===== src/rtl/uart_tx_arbiter.sv =====
// rtl/uart_tx_arbiter.sv - round-robin arbiter sharing one UART transmitter among byte producers
module uart_tx_arbiter #(
    parameter int                    DATA_WIDTH     = 8,
    parameter int                    NUM_REQ        = 4,
    parameter int                    ID_W           = $clog2(NUM_REQ),
    parameter bit                    HEADER_EN      = 1'b1,
    parameter logic [DATA_WIDTH-1:0] HEADER_BASE    = DATA_WIDTH'(8'hA0),
    parameter int                    TIMEOUT_CYCLES = 200000
) (
    input  logic                          clk,
    input  logic                          rst_n,
    input  logic [NUM_REQ-1:0]            req_valid,
    input  logic [NUM_REQ*DATA_WIDTH-1:0] req_data,
    output logic [NUM_REQ-1:0]            req_ready,
    output logic                          tx_start,
    output logic [DATA_WIDTH-1:0]         tx_in,
    input  logic                          tx_dv,
    output logic [ID_W-1:0]               grant_id,
    output logic                          busy,
    output logic                          timeout_err
);

    // Watchdog counter only needs to reach TIMEOUT_CYCLES-1; a zero timeout
    // keeps a one-bit counter that never advances.
    localparam bit              WDOG_EN  = (TIMEOUT_CYCLES > 0);
    localparam int              CNT_W    = (TIMEOUT_CYCLES > 1) ? $clog2(TIMEOUT_CYCLES) : 1;
    localparam logic [CNT_W-1:0] CNT_LAST = (TIMEOUT_CYCLES > 0) ? CNT_W'(TIMEOUT_CYCLES - 1) : '0;

    typedef enum logic [2:0] {
        S_IDLE      = 3'd0,
        S_HDR_START = 3'd1,
        S_HDR_WAIT  = 3'd2,
        S_DAT_START = 3'd3,
        S_DAT_WAIT  = 3'd4
    } state_t;

    state_t                  state;
    state_t                  next_state;
    logic [ID_W-1:0]         last_grant;
    logic [ID_W-1:0]         pick;
    logic [ID_W-1:0]         cand;
    logic                    any_valid;
    logic [DATA_WIDTH-1:0]   pick_data;
    logic [DATA_WIDTH-1:0]   hdr_byte;
    logic [DATA_WIDTH-1:0]   data_reg;
    logic [CNT_W-1:0]        wait_cnt;
    logic                    in_wait;
    logic                    in_start;
    logic                    timeout_hit;
    logic                    grant_now;

    assign in_wait     = (state == S_HDR_WAIT) || (state == S_DAT_WAIT);
    assign in_start    = (state == S_HDR_START) || (state == S_DAT_START);
    assign timeout_hit = WDOG_EN && in_wait && (wait_cnt == CNT_LAST);
    assign grant_now   = (state == S_IDLE) && any_valid;
    assign hdr_byte    = HEADER_BASE | DATA_WIDTH'(pick);

    // Round-robin search: first valid requester after last_grant, wrapping.
    always_comb begin
        pick      = last_grant;
        cand      = '0;
        any_valid = 1'b0;
        for (int off = 1; off <= NUM_REQ; off++) begin
            cand = ID_W'((int'(last_grant) + off) % NUM_REQ);
            if (!any_valid && req_valid[cand]) begin
                any_valid = 1'b1;
                pick      = cand;
            end
        end
    end

    // Byte offered by the selected requester.
    always_comb begin
        pick_data = '0;
        for (int i = 0; i < NUM_REQ; i++) begin
            if (pick == ID_W'(i)) begin
                pick_data = req_data[i*DATA_WIDTH +: DATA_WIDTH];
            end
        end
    end

    // FSM state register.
    always_ff @(posedge clk or negedge rst_n) begin
        if (!rst_n) begin
            state <= S_IDLE;
        end else begin
            state <= next_state;
        end
    end

    // FSM next state; tx_dv takes priority over a watchdog expiry in the same cycle.
    always_comb begin
        next_state = state;
        unique case (state)
            S_IDLE: begin
                if (any_valid) begin
                    next_state = HEADER_EN ? S_HDR_START : S_DAT_START;
                end
            end
            S_HDR_START: next_state = S_HDR_WAIT;
            S_DAT_START: next_state = S_DAT_WAIT;
            S_HDR_WAIT: begin
                if (tx_dv) begin
                    next_state = S_DAT_START;
                end else if (timeout_hit) begin
                    next_state = S_IDLE;
                end
            end
            S_DAT_WAIT: begin
                if (tx_dv || timeout_hit) begin
                    next_state = S_IDLE;
                end
            end
            default: next_state = S_IDLE;
        endcase
    end

    // FSM decoded outputs; no acceptance is offered while the block is held in reset.
    always_comb begin
        busy        = (state != S_IDLE);
        timeout_err = timeout_hit && !tx_dv;
        req_ready   = '0;
        if (rst_n && grant_now) begin
            req_ready = NUM_REQ'(1) << pick;
        end
    end

    // Grant bookkeeping, captured byte and the registered transmitter interface.
    always_ff @(posedge clk or negedge rst_n) begin
        if (!rst_n) begin
            tx_start   <= 1'b0;
            tx_in      <= '0;
            data_reg   <= '0;
            grant_id   <= '0;
            last_grant <= ID_W'(NUM_REQ - 1);
        end else begin
            tx_start <= (next_state == S_HDR_START) || (next_state == S_DAT_START);
            if (grant_now) begin
                data_reg   <= pick_data;
                last_grant <= pick;
                grant_id   <= pick;
                tx_in      <= HEADER_EN ? hdr_byte : pick_data;
            end else if ((state == S_HDR_WAIT) && (next_state == S_DAT_START)) begin
                tx_in <= data_reg;
            end
        end
    end

    // Frame watchdog: cleared while a start pulse is out, counts while waiting for tx_dv.
    always_ff @(posedge clk or negedge rst_n) begin
        if (!rst_n) begin
            wait_cnt <= '0;
        end else if (in_start) begin
            wait_cnt <= '0;
        end else if (in_wait && WDOG_EN) begin
            wait_cnt <= wait_cnt + CNT_W'(1);
        end
    end

endmodule


===== config.mk =====
export PLATFORM = sky130hd
export DESIGN_NAME = uart_tx_arbiter
export DESIGN_NICKNAME = d
export VERILOG_FILES = /design/src/rtl/uart_tx_arbiter.sv
export SDC_FILE = /design/constraint.sdc
export NUM_CORES = 1
export LEC_CHECK = 0
export CAP_MARGIN = 10
export CORE_MARGIN = 5
export CORE_UTILIZATION = 40
export CTS_CLUSTER_SIZE = 8
export DETAILED_ROUTE_END_ITERATION = 12
export GPL_TIMING_DRIVEN = 1
export PLACE_DENSITY = 0.76
export REMOVE_ABC_BUFFERS = 1
export SLEW_MARGIN = 5
export SYNTH_ARGS = -nofsm -noshare
export SYNTH_HDL_FRONTEND = slang
export SYNTH_SLANG_ARGS = --single-unit
export TNS_END_PERCENT = 10

===== constraint.sdc =====
create_clock -name clk -period 1.8 [get_ports clk]
set_input_delay 0.36 -clock clk [delete_from_list [all_inputs] [get_ports clk]]
set_output_delay 0.36 -clock clk [all_outputs]
set_load 0.02 [all_outputs]

==> results.cfg, run 1 <==
[sta]
skew_ns = 0.0102
fin_crit_ns = 2.20
maxSlewViolCount = 0
rsz0062_at_grt = yes
fmax_mhz = 455
setup_viol = 13
slew_headroom = 0.649
finalHoldViolations = 0
tightest_slew_ns = 0.527
holdWs_ns = 0.174
period_share = 1.22
setup_slack_ns = -0.396

[routing]
vias = 2250
dr.pass1.iters = 4
dr.first_iter.drc_count = 170
drtAntennaViolNets = 0
vias_per_cell = 5.34
wl_microns = 6260
wl_per_cell_microns = 14.9
drc_errors = 0

[grt]
grt_max_degree = 43
antenna_found_initial = 0
grt_first_pass_wirelength_microns = 10600
grt_usage = 0.177
grt_overflow_total = 0
grt_pass1_vias = 2337

[clock_tree]
cts_tree = built
worstSkewPairLatency_ns = 0.30
clock_path_buffers = 2
h-tree-depth = 2
clk_pin_slew_ns = 0.08
cts-root-buf = clkbuf_8
cts_hold_buf = 0
numCtsBuffers = 5
cts_sinks = 42

[floorplan]
coreArea_sq_mm = 0.00561
die_x_microns = 86.5
rows = 27
die-area_sq_mm = 0.00748
die_y_microns = 86.5
pin_count = 56
start_util = 0.417

[cells_and_area]
final_common_cell = buf_4
syn2layout_area_growth_pct = 46.8
final_cell_mix = buf_4 (52), clkdlybuf4s50_1 (47), dfrtp_1 (40), nand2_1 (35), nor2_1 (20)
fin_cells = 421
diodes = 0
fillCellCount = 512
largest_register_ffs = 18
drive_gt1_frac = 0.249
fin_nets = 388
post-route-util = 0.613

[run]
max_cap_violations = 0

[worst_hold_path]
hp-class = primary input to async pin

[yosys]
synthCells = 251
synth-edff-count = 0
async_flop_share = 1.00
ys_types = 50
synth_ff_type = dfrtp_1
synth_area_sq_mm = 0.00234
syn_area_per_cell_sq_um = 9.32
yosys-top-cells-area = dfrtp_1 (43%), nand2_1 (5.8%), xor2_1 (4.1%)
ys_ff_latch = 42
seq_area_frac_synth = 0.450
synth_top_area_cell = dfrtp_1
ys_warn_count = 0
yosysTopAreaCellShare = 0.428

[worst_setup_path]
required_ns = 1.44
r2r_setup_slack_ns = -0.36
cp_data_arrival_time_ns = 1.84
endpoint_kind = output pin
reg2reg_from = last_grant[1]$_DFFE_PN1P_
r2r_end = data_reg[7]$_DFFE_PN0P_
startpoint_type = flip-flop
crit_fanout = 7
worstSetupPathType = flip-flop to output pin
worstSetupStartpoint = last_grant[1]$_DFFE_PN1P_
r2r_cells = 10

[power_and_ir_drop]
ir_drop_mv = 1.10
p_switching_w = 0.00196
p_clk_frac = 0.126
seq_power_share = 0.308
p_leak_nw = 1.51
p_int_w = 0.00287
p_sw_frac = 0.406
power.density_mw_per_mm2 = 1400
p_comb_frac = 0.566
fin_total_pwr_w = 0.00483

[status]
status = complete, but fails checks
violations = negative setup slack

[placed_design]
gp_congestion = 0.783
dp_hpwl_microns = 4510
dp_slack_ns = -0.779
place_inst = 407
port_buffers = 55
==> how the worst max path moves through the flow <==
stage                                    endpoint  cells after the start  slack (ns)
after floorplan                      req_ready[0]                      4       -0.68
after global placement               req_ready[0]                      7       -0.73
after detailed placement             req_ready[1]                      7       -0.78
after CTS                            req_ready[0]                      5       -0.33
after global routing      data_reg[5]$_DFFE_PN0P_                     10       -0.49
final                                req_ready[0]                      4       -0.40
==> stage by stage <==
stage / area (sq um) / setup TNS [ns]
global route: 3440 / -5.60
CTS: 3390 / -3.52
detailed placement: 3230 / -7.41
finish: 3440 / -3.99
floorplan: 2250 / -2.86
global placement: 3230 / -6.54
==> Yosys cell counts (all sizes together) (2+ instances only) <==
cell type   n
nor3        4
o221ai      8
xnor2       2
dfrtp      40
a211oi      7
nand4       3
o211ai      3
dfstp       2
or3         2
nor3b       4
nor4bb      2
o22a        2
and4        2
a21oi       8
o21ai       9
and2b       3
nand3      12
clkbuf      7
nor2       22
and3        5
inv         6
buf        10
o31ai       3
a22o        2
o21a        3
nand2      36
nor2b       6
mux2i       7
xor2       11
nor4b       2
nand2b      2
o311ai      3
==> final cells by class <==
cell class	instances	area, sq um	area share
clock inverters	3	21.3	0.00619
clock buffers	5	68.8	0.0200
flip-flops and latches	42	1050	0.307
repair buffers	107	930	0.271
well taps	72	90.1	0.0262
multi-input cells	186	1250	0.364
inverters	6	22.5	0.00655
==> kinds of logic after synthesis <==
logic type | share of synthesized area
compound gates | 0.174
xor+xnor | 0.0487
fa+ha+maj | 0.00535
buf+inv | 0.0497
flops | 0.450
mux | 0.0348
simple gates | 0.237
==> critical path, cell delays in order, from the launching register on <==
cell and delay, ns:
dfstp_2 0.64, mux2i_2 0.11, a221oi_4 0.39, nor3b_2 0.23, buf_4 0.16
==> timing repair <==
action                                  CTS  global route
pin swaps                                 3             2
hold endpoints to repair                  0             0
resized for setup                        44            13
gates cloned                              0             0
buffers inserted                          6             0
endpoints found under the setup margin   12            17
==> routing by layer <==
metal | vias to the layer above | track usage | share of wire
li1 | 1093 | - | -
met1 | 1079 | 0.216 | 0.44
met2 | 73 | 0.306 | 0.47
met3 | 5 | 0.0599 | 0.082
met4 | 0 | 0.0340 | 0.0066
met5 | - | 0 | 0
==> power groups by stage <==
| stage | clock network (W) | logic (W) | registers, W |
|---|---|---|---|
| after floorplan | 0 | 0.00117 | 0.00166 |
| after global placement | 0 | 0.00241 | 0.00148 |
| after detailed placement | 0 | 0.00246 | 0.00149 |
| after CTS | 0.000621 | 0.00262 | 0.00148 |
| after global routing | 0.000662 | 0.00299 | 0.00153 |
| final | 0.000609 | 0.00273 | 0.00149 |
Note: power is estimated with default switching activity, not from simulation.
==> inputs of run 2 (changes only) <==
--- a/config.mk
+++ b/config.mk
@@ -5,15 +5,15 @@
 export SDC_FILE = /design/constraint.sdc
 export NUM_CORES = 1
 export LEC_CHECK = 0
+export ABC_CLOCK_PERIOD_IN_PS = 1800
 export CAP_MARGIN = 10
 export CORE_MARGIN = 5
-export CORE_UTILIZATION = 40
+export CORE_UTILIZATION = 45
 export CTS_CLUSTER_SIZE = 8
 export DETAILED_ROUTE_END_ITERATION = 12
 export GPL_TIMING_DRIVEN = 1
-export PLACE_DENSITY = 0.76
+export PLACE_DENSITY = 0.83
 export REMOVE_ABC_BUFFERS = 1
-export SLEW_MARGIN = 5
 export SYNTH_ARGS = -nofsm -noshare
 export SYNTH_HDL_FRONTEND = slang
 export SYNTH_SLANG_ARGS = --single-unit
==> results.cfg, run 2 (synthesis results as in run 1) <==
[floorplan]
coreArea_sq_mm = 0.00507
die_y_microns = 82.1
die-area_sq_mm = 0.00674
rows = 26
die_x_microns = 82.1
start_util = 0.461
pin_count = 56

[run]
max_cap_violations = 0

[placed_design]
dp_slack_ns = -0.840
place_inst = 410
gp_congestion = 0.844
dp_hpwl_microns = 4740
port_buffers = 55

[clock_tree]
cts-root-buf = clkbuf_8
numCtsBuffers = 5
h-tree-depth = 2
cts_sinks = 42
cts_tree = built
clk_pin_slew_ns = 0.09
clock_path_buffers = 2
worstSkewPairLatency_ns = 0.31
cts_hold_buf = 0

[sta]
slew_headroom = 0.646
setup_tns_ns = -3.38
skew_ns = 0.0132
rsz0062_at_grt = yes
finalHoldViolations = 0
setup_slack_ns = -0.416
tightest_slew_ns = 0.530
setup_viol = 13
fmax_mhz = 451
fin_crit_ns = 2.22
holdWs_ns = 0.166
period_share = 1.23
maxSlewViolCount = 0

[routing]
vias = 2383
wl_per_cell_microns = 16.7
wl_microns = 7090
drtAntennaViolNets = 0
dr.first_iter.drc_count = 93
vias_per_cell = 5.61
drc_errors = 0
dr.pass1.iters = 4

[cells_and_area]
final_cell_mix = buf_4 (56), clkdlybuf4s50_1 (45), dfrtp_1 (40), nand2_1 (34), nor2_1 (20)
syn2layout_area_growth_pct = 53.6
fin_nets = 394
regArea_sq_mm = 0.00105
drive_gt1_frac = 0.301
final_common_cell = buf_4
post-route-util = 0.708
fillCellCount = 366
largest_register_ffs = 18
diodes = 0
multiInputGateArea_sq_mm = 0.00134
fin_cells = 425

[grt]
grt_max_degree = 43
antenna_found_initial = 0
grt_usage = 0.211
grt_overflow_total = 0
grt_pass1_vias = 2440
grt_first_pass_wirelength_microns = 10900

[worst_setup_path]
worstSetupPathType = flip-flop to output pin
r2r_setup_slack_ns = -0.30
required_ns = 1.44
crit_fanout = 7
endpoint_kind = output pin
startpoint_type = flip-flop
cp_data_arrival_time_ns = 1.86

[status]
violations = negative setup slack
status = complete, but fails checks

[power_and_ir_drop]
ir_drop_mv = 0.985
p_leak_nw = 1.58
power.density_mw_per_mm2 = 1440

[worst_hold_path]
hp-class = primary input to async pin
==> run 2: final timing paths <==
check                                          start                       to  cells after the start
min in group clk             data_reg[7]$_DFFE_PN0P_     tx_in[7]$_DFFE_PN0P_                      2
min reg2reg                  data_reg[7]$_DFFE_PN0P_     tx_in[7]$_DFFE_PN0P_                      2
max in group asynchronous                      rst_n       state[2]$_DFF_PN0_                      2
max                        last_grant[1]$_DFFE_PN1P_             req_ready[1]                      5
min                                            rst_n  wait_cnt[0]$_DFFE_PN0P_                      2
max reg2reg                last_grant[0]$_DFFE_PN1P_  data_reg[4]$_DFFE_PN0P_                      8
==> run 2: where the power goes <==
part | internal (W) | switching [W]
Sequential | 0.00126 | 0.000209
Combinational | 0.00149 | 0.00157
Clock | 0.000278 | 0.000369
==> run 2: routing by layer <==
metal / share of wire / track usage / vias to the layer above / wire [microns]
li1: - / - / 1110 / -
met1: 0.39 / 0.241 / 1158 / 2750
met2: 0.51 / 0.379 / 93 / 3630
met3: 0.070 / 0.0521 / 22 / 495
met4: 0.030 / 0.0814 / 0 / 211
met5: 0 / 0 / - / 0
==> run 2: critical path: stages (launching register included) <==
cell and delay, ns:
dfstp_2 0.65, mux2i_2 0.30, a221oi_4 0.11, buf_4 0.16, nor3_2 0.15, buf_4 0.18
==> run 2: layout make-up <==
| class | count | area share |
|---|---|---|
| repair buffers | 113 | 0.278 |
| flip-flops and latches | 42 | 0.293 |
| inverters | 6 | 0.00627 |
| well taps | 70 | 0.0244 |
| clock buffers | 5 | 0.0192 |
| multi-input cells | 186 | 0.373 |
| clock inverters | 3 | 0.00662 |
==> run 2: what timing repair did <==
| action | 4_1_cts | 5_1_grt |
|---|---|---|
| pin swaps | 9 | 4 |
| endpoints found under the hold margin | 0 | 0 |
| setup buffers | 6 | 1 |
| gates resized for setup | 59 | 19 |
| setup endpoints to repair | 15 | 18 |
==> run 2: metrics by stage <==
stage | total power, W | instance area (sq um)
5_1_grt | 0.00548 | 3590
4_1_cts | 0.00491 | 3490
3_3_place_gp | 0.00397 | 3270
6_report | 0.00518 | 3590
2_1_floorplan | 0.00283 | 2250
3_5_place_dp | 0.00406 | 3270
==> inputs of run 3 (changes only) <==
--- a/config.mk
+++ b/config.mk
@@ -5,14 +5,15 @@
 export SDC_FILE = /design/constraint.sdc
 export NUM_CORES = 1
 export LEC_CHECK = 0
+export ABC_AREA = 1
 export ABC_CLOCK_PERIOD_IN_PS = 1800
 export CAP_MARGIN = 10
 export CORE_MARGIN = 5
-export CORE_UTILIZATION = 45
+export CORE_UTILIZATION = 46
 export CTS_CLUSTER_SIZE = 8
 export DETAILED_ROUTE_END_ITERATION = 12
 export GPL_TIMING_DRIVEN = 1
-export PLACE_DENSITY = 0.83
+export PLACE_DENSITY = 0.84
 export REMOVE_ABC_BUFFERS = 1
 export SYNTH_ARGS = -nofsm -noshare
 export SYNTH_HDL_FRONTEND = slang
==> results.cfg, run 3 <==
[status]
status = complete, but fails checks
violations = negative setup slack

[worst_setup_path]
slowest_delay_ns = 0.60
worstPathCellList = buf_6 -> nand2_2 -> nand2_2 -> nand2_1 -> nand2_2 -> nand3_2 -> nand2_2 -> nand2_4 -> inv_2 -> nand2_1 -> nor2_1 -> buf_4
crit_top_cell = nand2_2
startpoint_type = flip-flop
endpoint_kind = output pin
required_ns = 1.44
worstSetupPathType = flip-flop to output pin
cp_data_arrival_time_ns = 2.11
slowest_stage = dfstp_2
crit_fanout = 4

[clock_tree]
clk_pin_slew_ns = 0.09
h-tree-depth = 2
numCtsBuffers = 5
cts-root-buf = clkbuf_8
cts_tree = built
worstSkewPairLatency_ns = 0.30
clock_path_buffers = 2
cts_sinks = 42

[routing]
vias = 2787
wl_microns = 7430
dr.first_iter.drc_count = 127
wl_per_cell_microns = 13.7
drc_errors = 0
dr.pass1.iters = 4
vias_per_cell = 5.15
drtAntennaViolNets = 0

[power_and_ir_drop]
seq_power_share = 0.200
p_switching_w = 0.00352
p_comb_frac = 0.710
p_clk_frac = 0.090
p_int_w = 0.00373
power.density_mw_per_mm2 = 1870
p_leak_nw = 1.95
p_sw_frac = 0.486
ir_drop_mv = 2.02

[yosys]
synth_common_cells = nand2_1 (109), inv_1 (51), dfrtp_1 (40)
synth_xor_area_frac = 0
synth_most_common_cell = nand2_1
synth_ff_type = dfrtp_1
muxShareOfSynthArea = 0
synthCells = 353
ys_ff_latch = 42
synth_top_family_by_area = simple AND/OR/NAND/NOR gates
ys_types = 31
async_flop_share = 1.00
synth_compound_area_frac = 0.107
synth_area_sq_mm = 0.00250
synth_top_area_cell = dfrtp_1
yosysTopAreaCellShare = 0.401
ys_warn_count = 0
yosys-top-cells-area = dfrtp_1 (40%), nand2_1 (16%), inv_1 (7.7%)
synthAdderAreaFrac = 0.00501
synth-edff-count = 0
syn_area_per_cell_sq_um = 7.07
seq_area_frac_synth = 0.422
yosys.area_share.simple = 0.362

[sta]
tightest_slew_ns = 0.520
setup_viol = 29
setup_slack_ns = -0.666
finalHoldViolations = 0
holdWs_ns = 0.215
fmax_mhz = 406
period_share = 1.37
fin_crit_ns = 2.47
skew_ns = 0.00763
slew_headroom = 0.653
maxSlewViolCount = 0
rsz0062_at_grt = yes

[floorplan]
die-area_sq_mm = 0.00700
die_x_microns = 83.7
coreArea_sq_mm = 0.00520
pin_count = 56
die_y_microns = 83.7
rows = 26
start_util = 0.480

[cells_and_area]
largest_register_ffs = 18
syn2layout_area_growth_pct = 55.2
fin_nets = 510
fin_cells = 541
fillCellCount = 350
post-route-util = 0.745
drive_gt1_frac = 0.306
diodes = 0
final_common_cell = nand2_1
final_cell_mix = nand2_1 (92), buf_4 (62), inv_1 (48), clkdlybuf4s50_1 (48), dfrtp_1 (40)

[grt]
grt_usage = 0.205
antenna_found_initial = 0
grt_first_pass_wirelength_microns = 11800
grt_max_degree = 43
grt_pass1_vias = 2717
grt_overflow_total = 0

[placed_design]
place_inst = 523
dp_hpwl_microns = 4930
port_buffers = 55
gp_congestion = 0.879

[run]
max_cap_violations = 0

[worst_hold_path]
hp-class = primary input to async pin
==> run 3: what timing repair did <==
action / CTS / global route
endpoints found under the setup margin: 34 / 38
setup buffers: 9 / 1
resized for setup: 64 / 34
pin swaps: 7 / 14
hold buffers: 0 / 0
==> run 3: per-stage QoR <==
stage / setup WS, ns / total power, W / cell area [sq um] / TNS, ns
after floorplan: -0.632 / 0.00390 / 2440 / -6.21
after global placement: -0.894 / 0.00539 / 3470 / -11.57
after detailed placement: -0.970 / 0.00555 / 3470 / -14.52
after CTS: -0.602 / 0.00679 / 3740 / -9.27
after global routing: -0.769 / 0.00784 / 3880 / -15.48
final: -0.666 / 0.00726 / 3880 / -11.21
==> run 3: cell type report <==
| cell class | count | area [sq um] | share of cell area |
|---|---|---|---|
| clock buffer | 5 | 68.8 | 0.0178 |
| multi-input combinational | 249 | 1390 | 0.359 |
| tap | 70 | 87.6 | 0.0226 |
| inverter | 54 | 208 | 0.0536 |
| sequential | 42 | 1050 | 0.272 |
| timing repair buffer | 118 | 1040 | 0.268 |
| clock inverter | 3 | 28.8 | 0.00742 |
==> run 3: worst max-delay path: cells and delay by family (launching register included) <==
| family | cells | cell delay, ns |
|---|---|---|
| AND/OR/NAND/NOR | 9 | 0.84 |
| flip-flops | 1 | 0.60 |
| buffers and inverters | 3 | 0.36 |
==> run 3: power groups by stage <==
stage	Sequential, W	Combinational, W	Clock [W]
4_1_cts	0.00144	0.00468	0.000665
6_report	0.00145	0.00515	0.000654
5_1_grt	0.00148	0.00566	0.000706
3_3_place_gp	0.00144	0.00394	0
3_5_place_dp	0.00146	0.00409	0
2_1_floorplan	0.00157	0.00233	0
==> run 3: layer usage <==
metal	wire [microns]	track usage
met5	0	0
met4	168	0.0775
met3	454	0.0474
met2	3910	0.367
met1	2890	0.235
==> run 3: kinds of logic (layout without fill, tap and decap cells) <==
kind of cell	Yosys count	count (layout)
buffers and inverters	62	180
AO/OA/AOI/OAI	47	47
AND/OR/NAND/NOR	201	201
adder cells (fa/ha/maj)	1	1
flip-flops	42	42
==> run 3: worst paths after layout <==
path,slack (ns),end,from,cells after the start
max,-0.67,req_ready[2],last_grant[0]$_DFFE_PN1P_,12
min,0.22,wait_cnt[4]$_DFFE_PN0P_,rst_n,2
max reg2reg,-0.47,data_reg[0]$_DFFE_PN0P_,last_grant[0]$_DFFE_PN1P_,17
min reg2reg,0.50,data_reg[2]$_DFFE_PN0P_,data_reg[2]$_DFFE_PN0P_,2
max in group asynchronous,1.22,last_grant[0]$_DFFE_PN1P_,rst_n,2
min in group clk,0.50,data_reg[2]$_DFFE_PN0P_,data_reg[2]$_DFFE_PN0P_,2
